File: src/rtl/uart_pkg.sv
// Shared definitions for the UART frame parser: state encoding, error codes, default sync marker.
package uart_pkg;

  typedef enum logic [2:0] {
    IDLE    = 3'd0,
    GET_LEN = 3'd1,
    GET_PAY = 3'd2,
    GET_CHK = 3'd3,
    DRAIN   = 3'd4
  } state_t;

  localparam logic [1:0] ERR_NONE = 2'd0;
  localparam logic [1:0] ERR_LEN  = 2'd1;
  localparam logic [1:0] ERR_CHK  = 2'd2;
  localparam logic [1:0] ERR_OVR  = 2'd3;

  localparam logic [7:0] DEFAULT_SYNC_BYTE = 8'hA5;

endpackage

File: src/rtl/uart_frame_buf.sv
// Payload store: MAX_LEN x 8 register file, one synchronous write port, combinational read.
// Storage is not reset; the parser only reads locations written by the current frame.
module uart_frame_buf #(
  parameter int MAX_LEN = 16,
  parameter int ADDR_W  = 4
) (
  input  logic              clk,
  input  logic              wr_en,
  input  logic [ADDR_W-1:0] wr_addr,
  input  logic [7:0]        wr_data,
  input  logic [ADDR_W-1:0] rd_addr,
  output logic [7:0]        rd_data
);

  logic [7:0] mem [MAX_LEN];

  always_ff @(posedge clk) begin
    if (wr_en) mem[wr_addr] <= wr_data;
  end

  assign rd_data = mem[rd_addr];

endmodule

File: src/rtl/uart_frame_parser.sv
// Frames SYNC/LEN/PAYLOAD/CHK from a UART byte stream; payload drains 1 cycle after CHK, held under !out_ready,
// and strobes arriving during DRAIN are dropped as overruns. UART_FRAME_TIMEOUT_EN adds an inter-byte gap timeout.
module uart_frame_parser
  import uart_pkg::*;
#(
  parameter int         MAX_LEN        = 16,
  parameter logic [7:0] SYNC_BYTE      = DEFAULT_SYNC_BYTE,
  parameter int         TIMEOUT_CYCLES = 8680
) (
  input  logic       clk,
  input  logic       rst,
  input  logic [7:0] in_data,
  input  logic       in_valid,
  output logic [7:0] out_data,
  output logic       out_valid,
  input  logic       out_ready,
  output logic       out_last,
  output logic       frame_ok,
  output logic       frame_err,
  output logic [1:0] err_code
);

  localparam int PTR_W  = $clog2(MAX_LEN + 1);
  localparam int BUF_AW = (MAX_LEN > 1) ? $clog2(MAX_LEN) : 1;
  localparam logic [PTR_W-1:0] PTR_ONE = PTR_W'(1);

  state_t           state_q, state_d;
  logic [PTR_W-1:0] len_q, len_d;
  logic [PTR_W-1:0] wr_ptr_q, wr_ptr_d;
  logic [PTR_W-1:0] rd_ptr_q, rd_ptr_d;
  logic [7:0]       chk_q, chk_d;
  logic             frame_ok_q, frame_ok_d;
  logic             frame_err_q, frame_err_d;
  logic [1:0]       err_code_q, err_code_d;

  logic             buf_we;
  logic [7:0]       buf_rdata;
  logic             drain_last;
  logic             receiving;
  logic             timeout_hit;

  assign receiving  = (state_q == GET_LEN) || (state_q == GET_PAY) || (state_q == GET_CHK);
  assign drain_last = (rd_ptr_q == (len_q - PTR_ONE));

  uart_frame_buf #(
    .MAX_LEN (MAX_LEN),
    .ADDR_W  (BUF_AW)
  ) u_buf (
    .clk     (clk),
    .wr_en   (buf_we),
    .wr_addr (wr_ptr_q[BUF_AW-1:0]),
    .wr_data (in_data),
    .rd_addr (rd_ptr_q[BUF_AW-1:0]),
    .rd_data (buf_rdata)
  );

`ifdef UART_FRAME_TIMEOUT_EN
  localparam int               GAP_W     = $clog2(TIMEOUT_CYCLES + 1);
  localparam logic [GAP_W-1:0] GAP_LIMIT = GAP_W'(TIMEOUT_CYCLES - 1);
  localparam logic [GAP_W-1:0] GAP_ONE   = GAP_W'(1);

  logic [GAP_W-1:0] gap_q, gap_d;

  // Counter clears on any strobe and whenever no frame is being received.
  always_comb begin
    gap_d       = '0;
    timeout_hit = 1'b0;
    if (receiving && !in_valid) begin
      if (gap_q == GAP_LIMIT) timeout_hit = 1'b1;
      else                    gap_d       = gap_q + GAP_ONE;
    end
  end

  always_ff @(posedge clk or negedge rst) begin
    if (!rst) gap_q <= '0;
    else      gap_q <= gap_d;
  end
`else
  logic unused_timeout;
  assign timeout_hit    = 1'b0;
  assign unused_timeout = (TIMEOUT_CYCLES != 0);
`endif

  always_comb begin
    state_d     = state_q;
    len_d       = len_q;
    wr_ptr_d    = wr_ptr_q;
    rd_ptr_d    = rd_ptr_q;
    chk_d       = chk_q;
    frame_ok_d  = 1'b0;
    frame_err_d = 1'b0;
    err_code_d  = err_code_q;
    buf_we      = 1'b0;

    if (timeout_hit) begin
      state_d     = IDLE;
      frame_err_d = 1'b1;
      err_code_d  = ERR_OVR;
    end else begin
      case (state_q)
        IDLE: begin
          if (in_valid && (in_data == SYNC_BYTE)) state_d = GET_LEN;
        end
        GET_LEN: begin
          if (in_valid) begin
            if ((in_data == 8'd0) || (int'(in_data) > MAX_LEN)) begin
              state_d     = IDLE;
              frame_err_d = 1'b1;
              err_code_d  = ERR_LEN;
            end else begin
              len_d    = in_data[PTR_W-1:0];
              wr_ptr_d = '0;
              chk_d    = in_data;
              state_d  = GET_PAY;
            end
          end
        end
        GET_PAY: begin
          if (in_valid) begin
            buf_we   = 1'b1;
            wr_ptr_d = wr_ptr_q + PTR_ONE;
            chk_d    = chk_q ^ in_data;
            if (wr_ptr_q == (len_q - PTR_ONE)) state_d = GET_CHK;
          end
        end
        GET_CHK: begin
          if (in_valid) begin
            if (in_data == chk_q) begin
              frame_ok_d = 1'b1;
              rd_ptr_d   = '0;
              state_d    = DRAIN;
            end else begin
              state_d     = IDLE;
              frame_err_d = 1'b1;
              err_code_d  = ERR_CHK;
            end
          end
        end
        DRAIN: begin
          // The buffer is busy, so any new byte is lost; the drain itself continues.
          if (in_valid) begin
            frame_err_d = 1'b1;
            err_code_d  = ERR_OVR;
          end
          if (out_ready) begin
            rd_ptr_d = rd_ptr_q + PTR_ONE;
            if (drain_last) state_d = IDLE;
          end
        end
        default: state_d = IDLE;
      endcase
    end
  end

  always_ff @(posedge clk or negedge rst) begin
    if (!rst) begin
      state_q     <= IDLE;
      len_q       <= '0;
      wr_ptr_q    <= '0;
      rd_ptr_q    <= '0;
      chk_q       <= '0;
      frame_ok_q  <= 1'b0;
      frame_err_q <= 1'b0;
      err_code_q  <= ERR_NONE;
    end else begin
      state_q     <= state_d;
      len_q       <= len_d;
      wr_ptr_q    <= wr_ptr_d;
      rd_ptr_q    <= rd_ptr_d;
      chk_q       <= chk_d;
      frame_ok_q  <= frame_ok_d;
      frame_err_q <= frame_err_d;
      err_code_q  <= err_code_d;
    end
  end

  assign out_valid = (state_q == DRAIN);
  assign out_data  = out_valid ? buf_rdata : 8'd0;
  assign out_last  = out_valid && drain_last;
  assign frame_ok  = frame_ok_q;
  assign frame_err = frame_err_q;
  assign err_code  = err_code_q;

endmodule
File: config.mk
export PLATFORM = sky130hd
export DESIGN_NAME = uart_frame_parser
export DESIGN_NICKNAME = d
export VERILOG_FILES = /design/src/rtl/uart_pkg.sv /design/src/rtl/uart_frame_buf.sv /design/src/rtl/uart_frame_parser.sv
export SDC_FILE = /design/constraint.sdc
export NUM_CORES = 1
export LEC_CHECK = 0
export CAP_MARGIN = 20
export CORE_ASPECT_RATIO = 0.9
export CORE_MARGIN = 1
export CORE_UTILIZATION = 47
export DETAILED_ROUTE_END_ITERATION = 7
export GPL_TIMING_DRIVEN = 1
export HOLD_SLACK_MARGIN = 0.12
export PLACE_DENSITY = 0.62
export SETUP_SLACK_MARGIN = 0.02
export SLEW_MARGIN = 20
export SYNTH_ARGS = -nofsm -noshare
export SYNTH_HDL_FRONTEND = slang
export SYNTH_SLANG_ARGS = --single-unit
export TNS_END_PERCENT = 100
File: constraint.sdc
create_clock -name clk -period 4 [get_ports clk]
set_input_delay 0.8 -clock clk [delete_from_list [all_inputs] [get_ports clk]]
set_output_delay 0.8 -clock clk [all_outputs]
set_load 0.05 [all_outputs]
# Word-level counts from Yosys, hierarchy flattened
# Memory sizes are Yosys's and may differ from the RTL's.
# Index checks and enable logic that the tools add are counted.
dict set report classes {
  n_addsub 3
  multipliers 0
  n_div 0
  n_lt_le_gt_ge 1
  n_eq_ne 20
  n_shift 0
  muxes 41
  bitwise 2
  n_reduce_logical 13
}
# cell count
set op_table {}
lappend op_table {{two-way mux 8 bit} 4}
lappend op_table {{two-way mux 5 bit} 6}
lappend op_table {{two-way mux 3 bit} 8}
lappend op_table {{one-hot mux 5 bit (2 select lines)} 2}
lappend op_table {{one-hot mux 8 bit (2 select lines)} 1}
lappend op_table {{one-hot mux 3 bit (5 select lines)} 1}
lappend op_table {{inequality test 2 bit, second input constant} 7}
lappend op_table {{two-way mux 2 bit} 6}
lappend op_table {{two-way mux 1 bit} 11}
lappend op_table {{adder 5 x 1 -> 5 bit, second input constant} 2}
lappend op_table {{equality test 5 bit} 2}
lappend op_table {{inequality test 2 x 1 -> 1 bit, second input constant} 5}
lappend op_table {{equality test 8 bit} 1}
lappend op_table {{equality test 8 bit, second input constant} 1}
lappend op_table {{greater-than comparator 8 x 5 -> 1 bit, second input constant} 1}
lappend op_table {{logical NOT 8 bit} 1}
lappend op_table {{AND reduction 4 bit} 2}
lappend op_table {{XOR 8 bit} 1}
lappend op_table {{AND reduction 7 bit} 1}
lappend op_table {{equality test 3 x 2 -> 1 bit, second input constant} 2}
lappend op_table {{one-hot mux 2 bit (3 select lines)} 1}
lappend op_table {{AND reduction 6 bit} 1}
lappend op_table {{subtractor 5 x 1 -> 5 bit, second input constant} 1}
lappend op_table {{nonzero test 2 bit} 2}
lappend op_table {{other kinds (9)} 10}
dict set report word_totals {
  regBits 30
  latch_bits 0
  ramBits 128
  mem_bits_ro 0
  word_cells 89
  mem_count 1
}
# memory depth width read_ports rd_clocked_by_memory_dff write_ports line_no
set memory_table {}
lappend memory_table {u_buf.mem 16 8 1 0 1 uart_frame_buf.sv:15} ;# logic [7:0] mem [MAX_LEN];

# Depth between registers and ports, before layout
# Gate-level depths: netlist of the first run.
dict set report logic_depth {
  word_depth 5
  mapped_depth 8
}

# By module
# A second synthesis of the first run with hierarchy kept.
dict set report unflattened {
  hier_cells 409
  area_unflattened_um2 6835.3
}
# module n_inst cells_per_inst area_each_um2
set by_module_without_submodules {}
lappend by_module_without_submodules {uart_frame_buf 1 221 4987.3}
lappend by_module_without_submodules {uart_frame_parser 1 188 1848.0}

# Least setup slack after synthesis of the first run
# OpenSTA, ideal clock, no wires.
dict set report synth_timing {
  kind {flip-flop to output port}
  from {register rd_ptr_q[1]}
  to {output out_data[7]}
  t_arrival_ns 2.057
  setup_slack_ns 1.143
  stages_incl_launch_ff 6
  path_cell_list {dfrtp_1 -> clkbuf_1 -> clkbuf_1 -> mux4_2 -> mux4_2 -> and2_1}
}
dict set report synth_between {
  elab_chain_len 2
}
# element line_no
set synth_rtl {}
lappend synth_rtl {{from (decl)} uart_frame_parser.sv:30} ;# logic [PTR_W-1:0] rd_ptr_q, rd_ptr_d;
lappend synth_rtl {{from (signal assigned)} uart_frame_parser.sv:169} ;# rd_ptr_q <= rd_ptr_d;
lappend synth_rtl {{memory read (16 x 8 bit)} n/a}
lappend synth_rtl {{two-way mux 8 bit} uart_frame_parser.sv:178} ;# assign out_data = out_valid ? buf_rdata : 8'd0;
lappend synth_rtl {{to (decl)} uart_frame_parser.sv:14} ;# output logic [7:0] out_data,
# No other way between the ends.

# Worst setup path in the final report of the first run
dict set report layout_timing {
  from {register len_q[0]}
  to {output out_last}
}
dict set report layout_between {
  elab_chain_len 3
}
# element line_no
set layout_rtl {}
lappend layout_rtl {{from (decl)} uart_frame_parser.sv:28} ;# logic [PTR_W-1:0] len_q, len_d;
lappend layout_rtl {{from (signal assigned)} uart_frame_parser.sv:167} ;# len_q <= len_d;
lappend layout_rtl {{subtractor 5 x 1 -> 5 bit} uart_frame_parser.sv:43} ;# assign drain_last = (rd_ptr_q == (len_q - PTR_ONE));
lappend layout_rtl {{equality test 5 bit} uart_frame_parser.sv:43}
lappend layout_rtl {{logical AND 1 bit} uart_frame_parser.sv:179} ;# assign out_last = out_valid && drain_last;
lappend layout_rtl {{to (decl)} uart_frame_parser.sv:17} ;# output logic out_last,
# No other way between the ends.

==> results of run 1 <==
[sequential cells by signal, summed over array words and instances (netlist names)]
| name | flops |
|---|---|
| chk_q | 8 |
| err_code | 2 |
| frame_err | 1 |
| frame_ok | 1 |
| len_q | 5 |
| rd_ptr_q | 5 |
| state_q | 3 |
| u_buf.mem | 128 |
| wr_ptr_q | 5 |
[metrics by stage]
step / instances / area [um2] / power [mW]
2_1_floorplan: 422 / 6857 / 2.590
3_5_place_dp: 641 / 7420 / 2.800
5_1_grt: 673 / 7950 / 4.429
6_report: 673 / 7950 / 4.237
4_1_cts: 673 / 7950 / 4.259
3_3_place_gp: 641 / 7420 / 2.782
[path summary, 6_finish.rpt]
check,start,to,slack [ns],depth (start not counted)
hold / removal,err_code[0]$_DFFE_PN0P_,err_code[0]$_DFFE_PN0P_,0.48,1
max in group asynchronous,rst,rd_ptr_q[0]$_DFFE_PN0P_,2.92,2
setup / recovery,len_q[0]$_DFFE_PN0P_,out_last,0.35,7
hold reg to reg,err_code[0]$_DFFE_PN0P_,err_code[0]$_DFFE_PN0P_,0.48,1
setup reg to reg,state_q[1]$_DFFE_PN0P_,u_buf.mem[15][4]$_DFFE_PP_,1.48,6
min in group asynchronous,rst,frame_ok$_DFF_PN0_,0.77,2
[final cells by class]
class | count | area [um2]
timing repair buffer | 54 | 460.4
inverter | 13 | 48.80
clock inverter | 13 | 97.59
clock buffer | 19 | 432.9
multi-input combinational | 223 | 2073
fill | 1096 | 6157
tap | 193 | 241.5
sequential | 158 | 4596
[metal layers]
metal | global-route usage [%] | vias to the layer above | part of all wire (%)
met4 | 6.667 | 0 | 1.2
li1 | - | 1717 | -
met5 | 0 | - | 0
met2 | 32.83 | 108 | 49
met1 | 29.17 | 1958 | 43
met3 | 6.413 | 13 | 6.8
[cell families after synthesis]
kind of cell | share of synthesized area (%)
buf+inv | 2.829
fa+ha+maj | 1.095
compound gates | 4.124
mux | 13.78
xor+xnor | 3.449
simple gates | 7.719
flops | 67.01
[critical path: stages, from the launching register on]
cell and delay (ns):
dfrtp_1 0.42, inv_1 0.10, ha_1 0.24, nor3b_1 0.33, xnor2_1 0.12, nor3_1 0.20
and4_1 0.22, clkdlybuf4s50_1 0.79
[power groups by stage]
stage / sequential [mW] / combinational (mW) / clock [mW]
after detailed placement: 2.10 / 0.704 / 0
final: 2.06 / 0.706 / 1.47
after CTS: 2.06 / 0.708 / 1.49
after global placement: 2.09 / 0.691 / 0
after global routing: 2.09 / 0.784 / 1.56
after floorplan: 2.05 / 0.537 / 0
[layout by cell type, fill, tap and decap left out, drive strengths merged, types with 2 or more instances in the layout]
cell / n
edfxtp: 128
mux4: 40
buf: 37
dfrtp: 30
nor2: 23
nand2: 22
o21ai: 19
clkbuf: 19
xor2: 17
clkdlybuf4s50: 17
inv: 15
nand3: 12
and2: 10
xnor2: 10
nor3: 9
clkinv: 8
ha: 6
a22oi: 5
nor4: 4
nand4: 4
a21oi: 4
and4: 3
mux2: 3
a21o: 3
nor3b: 3
nand3b: 2
o31ai: 2
nor2b: 2
o22ai: 2
or3: 2
clkinvlp: 2
==> key figures, run 1 <==
Status
  • Status: completed

STA
  • Final Setup Violations: 0
  • Slew Viols, Final: 0
  • Post-route clock period utilization: 91.35%
  • Maximum operating frequency: 0.2737 GHz
  • Slew margin rel.: 46.38%
  • WHS: 0.4780 ns
  • Min Tclk post-route: 3.654 ns
  • Final Hold Violating Endpoints: 0
  • Worst Tran Pin Value: 0.8014 ns
  • Final WS setup: 0.3461 ns
  • Final setup TNS: 0 ns
  • RSZ-0062 raised after global routing: false
  • Worst Skew: 0.005715 ns

Clock tree
  • Later-pin clock latency in the skew report: 0.43 ns
  • CTS tree: done
  • CTS root buf: clkbuf_16
  • H-tree depth: 4
  • Max Root-Sink Buffers: 2
  • Clock slew at reported path FFs: 0.06 ns
  • Setup Fix Bufs, Post-CTS: 0
  • Num CTS Buffers: 17
  • Post-CTS resize count: 0
  • Clk sinks: 158
  • Cts hold-fix bufs: 0

Die
  • Standard-cell row count: 41
  • Core ar.: 14110 um2
  • Height of the die: 116.6 um
  • Initial Utilization: 48.60%
  • Ports: 26
  • Die area: 15080 um2
  • Die Wd: 129.3 um

Route
  • Total wire length: 14530 um
  • DRC: 0
  • Pre-antenna DRT Iters: 4
  • Vias: 3796
  • Via density: 5.640
  • ANT nets after route: 0
  • 1st-iter DRT viols: 296
  • Wirelength per Cell: 21.59 um

Synth
  • Dominant synthesized flop cell: edfxtp_1
  • #FFs+latches synth: 158
  • Mapped Nets: 440
  • Async set-reset flop share out of synthesis: 18.99%
  • Syn avg cell area: 16.25 um2
  • Top cells by count, synth: edfxtp_1, mux4_2, dfrtp_1
  • Distinct cells, synth: 46
  • EDFF count, synth: 128
  • Post-synthesis cell area: 6857 um2
  • Ys Warns: 0
  • Register area share after synthesis: 67.01%
  • Post-synthesis cell count: 422
  • Share of the synthesized area in the top cell type: 56.06%
  • Most common cell in the netlist: edfxtp_1
  • Yosys top cell by area: edfxtp_1
  • Top post-synthesis cells by area: edfxtp_1, mux4_2, dfrtp_1

Job
  • Max-Cap Viols: 0

Placed design
  • Dpl hpwl: 9645 um
  • Pre-CTS WS: 0.8185 ns
  • Buffers added on ports: 25
  • RD Place Congestion: 0.8010

Power
  • Total net switching power: 1.169 mW
  • Power Internal: 3.067 mW
  • Combinational power share: 16.7%
  • PD cells: 532.9 nW/um2
  • Clock power frac: 34.6%
  • Switching share of power: 27.60%
  • Sequential Power Share: 48.7%
  • Max rail drop VDD: 0.3438 mV
  • LEAKAGE: 2.770 nW

Worst setup path
  • Critical Path Sink Type: output pin
  • Startpoint types: flip-flop
  • Critical path class: flip-flop to output pin
  • Crit-path max FO: 5
  • Critical Path RT: 3.20 ns
  • WP data arrival: 2.85 ns

Finish
  • Share of cells above drive strength 1: 23.13%
  • Total Nets Final: 485
  • Final design utilization: 56.35%
  • Synthesis-to-layout area growth: 15.95%
  • Antenna cells: 0

Global route
  • GRT Total Usage: 21.25%
  • Antenna violations before repair: 0
  • Largest net degree at the start of global routing: 37
  • Total gr overflow: 0
  • First-pass GRT wire length: 22080 um
  • Vias in the first global route: 3699

Hold path
  • Worst hold path type: flip-flop to flip-flop
Power figures use the tool's default switching activity.
==> run 2: changes to the inputs <==
- DONT_BUFFER_PORTS: default -> 1
- GPL_TIMING_DRIVEN: 1 -> 0
- PLACE_DENSITY: 0.62 -> 0.6
==> run 2 against run 1 <==
Net effect:
- global-route usage down 0.26 points
- hold slack worse by 0.28 ns
- setup slack worse by 0.21 ns
- critical path type unchanged
- design area shrank 2.0%
- non-clock buffer count is 21 lower
- clock power rose by 15%
- first-iteration DRC count decreased by 13%
- critical endpoint is now out_data[4]
- die area is the same
- fmax fell by 5.5%
==> key figures, run 2 (synthesis results as in run 1) <==
Status
  • Status: completed (unchanged)

Placed design
  • RD Place Congestion: 0.7779 (was 0.8010)
  • Dpl hpwl: 9420 um (was 9645 um)
  • DP Area: 7149 um2 (was 7420 um2)
  • Buffers added on ports: 0 (was 25)
  • Pre-CTS WS: 0.5404 ns (was 0.8185 ns)

STA
  • Final Setup Violations: 0 (unchanged)
  • Final WS setup: 0.1322 ns (was 0.3461 ns)
  • Worst Skew: 0.007639 ns (was 0.005715 ns)
  • RSZ-0062 raised after global routing: false (unchanged)
  • Post-route clock period utilization: 96.69% (was 91.35%)
  • Final setup TNS: 0 ns (unchanged)
  • Slew margin rel.: 31.55% (was 46.38%)
  • Min Tclk post-route: 3.868 ns (was 3.654 ns)
  • Final Hold Violating Endpoints: 0 (unchanged)
  • Slew Viols, Final: 0 (unchanged)
  • Maximum operating frequency: 0.2585 GHz (was 0.2737 GHz)
  • Worst Tran Pin Value: 1.023 ns (was 0.8014 ns)

Worst setup path
  • Startpoint types: flip-flop (unchanged)
  • Slowest-stage cell, CP: clkbuf_1 (was clkdlybuf4s50_1)
  • Crit-path cells: clkbuf_1, clkbuf_1, mux4_2, mux4_2, and2_1 (was inv_1, ha_1, nor3b_1, xnor2_1, nor3_1, and4_1, clkdlybuf4s50_1)
  • Critical path buffers and inverters: 2 (unchanged)
  • R2R depth: 7 (was 6)
  • Crit-path max FO: 10 (was 5)
  • WP data arrival: 3.07 ns (was 2.85 ns)
  • Critical R2R Capture: u_buf.mem[5][2]$_DFFE_PP_ (was u_buf.mem[15][4]$_DFFE_PP_)
  • R2R setup slack: 1.06 ns (was 1.48 ns)
  • Reg-to-reg startpoint: state_q[0]$_DFFE_PN0P_ (was state_q[1]$_DFFE_PN0P_)
  • Critical Path Sink Type: output pin (unchanged)
  • Critical path class: flip-flop to output pin (unchanged)
  • Stages on worst setup path: 5 (was 7)
  • Cell family with most CP delay: buffers and inverters (unchanged)
  • Critical Path RT: 3.20 ns (about the same)
  • Slowest Stage Delay on Critical Path: 0.61 ns (was 0.79 ns)

Power
  • Max rail drop VDD: 0.4138 mV (was 0.3438 mV)
  • PD cells: 566.2 nW/um2 (was 532.9 nW/um2)
  • LEAKAGE: 2.671 nW (was 2.770 nW)

Route
  • DRC: 0 (unchanged)
  • ANT nets after route: 0 (unchanged)
  • Total wire length: 14200 um (was 14530 um)
  • Wirelength per Cell: 21.77 um (was 21.59 um)
  • Via density: 5.586 (was 5.640)
  • Pre-antenna DRT Iters: 4 (unchanged)
  • Vias: 3642 (was 3796)
  • 1st-iter DRT viols: 259 (was 296)

Finish
  • Fill cells: 1108 (was 1096)
  • Largest Register: u_buf.mem (unchanged)
  • Post-Layout Inst Area: 7789 um2 (was 7950 um2)
  • Max FFs per register: 128 (unchanged)
  • Antenna cells: 0 (unchanged)
  • Total Nets Final: 464 (was 485)
  • Multi-input logic area: 2088 um2 (was 2073 um2)
  • Most frequent cells in the layout: edfxtp_1, mux4_2, dfrtp_1 (was edfxtp_1, mux4_2, buf_4)
  • Share of cells above drive strength 1: 21.35% (was 23.13%)
  • Biggest regs: u_buf.mem x128, chk_q x8 (unchanged)
  • Commonest non-fill, non-tap cell in the layout: edfxtp_1 (unchanged)
  • Sequential standard cell area: 4594 um2 (was 4596 um2)
  • Synthesis-to-layout area growth: 13.59% (was 15.95%)

Die
  • Die area: 15080 um2 (unchanged)
  • Core ar.: 14110 um2 (unchanged)
  • Die Wd: 129.3 um (unchanged)
  • Height of the die: 116.6 um (unchanged)
  • Ports: 26 (unchanged)
  • Standard-cell row count: 41 (unchanged)
  • Initial Utilization: 48.60% (unchanged)

Clock tree
  • CTS tree: done (unchanged)
  • H-tree depth: 4 (unchanged)
  • Later-pin clock latency in the skew report: 0.42 ns (was 0.43 ns)
  • Clk sinks: 158 (unchanged)
  • Max Root-Sink Buffers: 2 (unchanged)
  • CTS root buf: clkbuf_16 (unchanged)
  • Clock slew at reported path FFs: 0.06 ns (about the same)
  • Num CTS Buffers: 17 (unchanged)
  • Setup Fix Bufs, Post-CTS: 0 (unchanged)
  • Cts hold-fix bufs: 1 (was 0)
  • Post-CTS resize count: 0 (unchanged)

Global route
  • Total gr overflow: 0 (unchanged)
  • First-pass GRT wire length: 21890 um (was 22080 um)
  • Antenna violations before repair: 0 (unchanged)
  • Largest net degree at the start of global routing: 31 (was 37)
  • GRT Total Usage: 21.00% (was 21.25%)
  • Vias in the first global route: 3652 (was 3699)

Job
  • Max-Cap Viols: 0 (unchanged)

Hold path
  • Worst hold path type: primary input to asynchronous set/reset pin (was flip-flop to flip-flop)
## run 2: changes by cell type in the layout (fill, tap and decap cells not counted), sizes merged
cell / delta
clkbuf: +15
buf: -20
clkdlybuf4s50: -17
clkinvlp: +2
clkinv: -4
bufinv: +3
## run 2: worst reg2reg max path, delay by kind of cell (launching register included)
kind / cells / cell delay [ns]
AND/OR/NAND/NOR: 4 / 1.60
buffers and inverters: 3 / 0.61
flip-flops: 1 / 0.36
## run 2: layout make-up
class / instances / area share [%]
Clock buffer: 18 / 5.510
Multi-Input combinational cell: 223 / 26.81
Sequential cell: 158 / 58.99
Inverter: 13 / 0.6265
Clock inverter: 14 / 2.442
Buffer: 28 / 1.880
Tap cell: 193 / 3.100
Timing Repair Buffer: 5 / 0.6426
## run 2: metal layers
metal	wire [um]	part of all wire, %	track usage, %
met1	6528	46	28.32
met2	6817	48	32.62
met3	640	4.5	6.367
met4	208	1.5	7.216
met5	0	0	0
## run 2: worst max-delay path by stage
stage | from | endpoint | slack, ns
floorplan | rd_ptr_q[1]$_DFFE_PN0P_ | out_data[7] | 1.14
global placement | state_q[0]$_DFFE_PN0P_ | out_data[4] | 0.28
detailed placement | rd_ptr_q[1]$_DFFE_PN0P_ | out_data[3] | 0.54
CTS | rd_ptr_q[1]$_DFFE_PN0P_ | out_data[3] | 0.07
global route | rd_ptr_q[1]$_DFFE_PN0P_ | out_data[4] | 0.02
finish | rd_ptr_q[1]$_DFFE_PN0P_ | out_data[4] | 0.13
## run 2: power by group
group          total [mW]  internal (mW)  leakage, nW  switching (mW)
combinational       0.675          0.299        0.862           0.376
sequential           2.05           1.90         1.52           0.145
clock                1.69           1.04        0.290           0.645
## run 2: metrics by stage
step | util [%] | power, mW | hold slack (ns) | instances
after floorplan | - | 2.590 | 0.5044 | 422
after global placement | 50.31 | 2.712 | 0.5050 | 615
after detailed placement | 50.68 | 2.744 | 0.5049 | 619
after CTS | 55.21 | 4.443 | 0.1809 | 652
after global routing | 55.21 | 4.591 | 0.1888 | 652
final | 55.21 | 4.410 | 0.1940 | 652
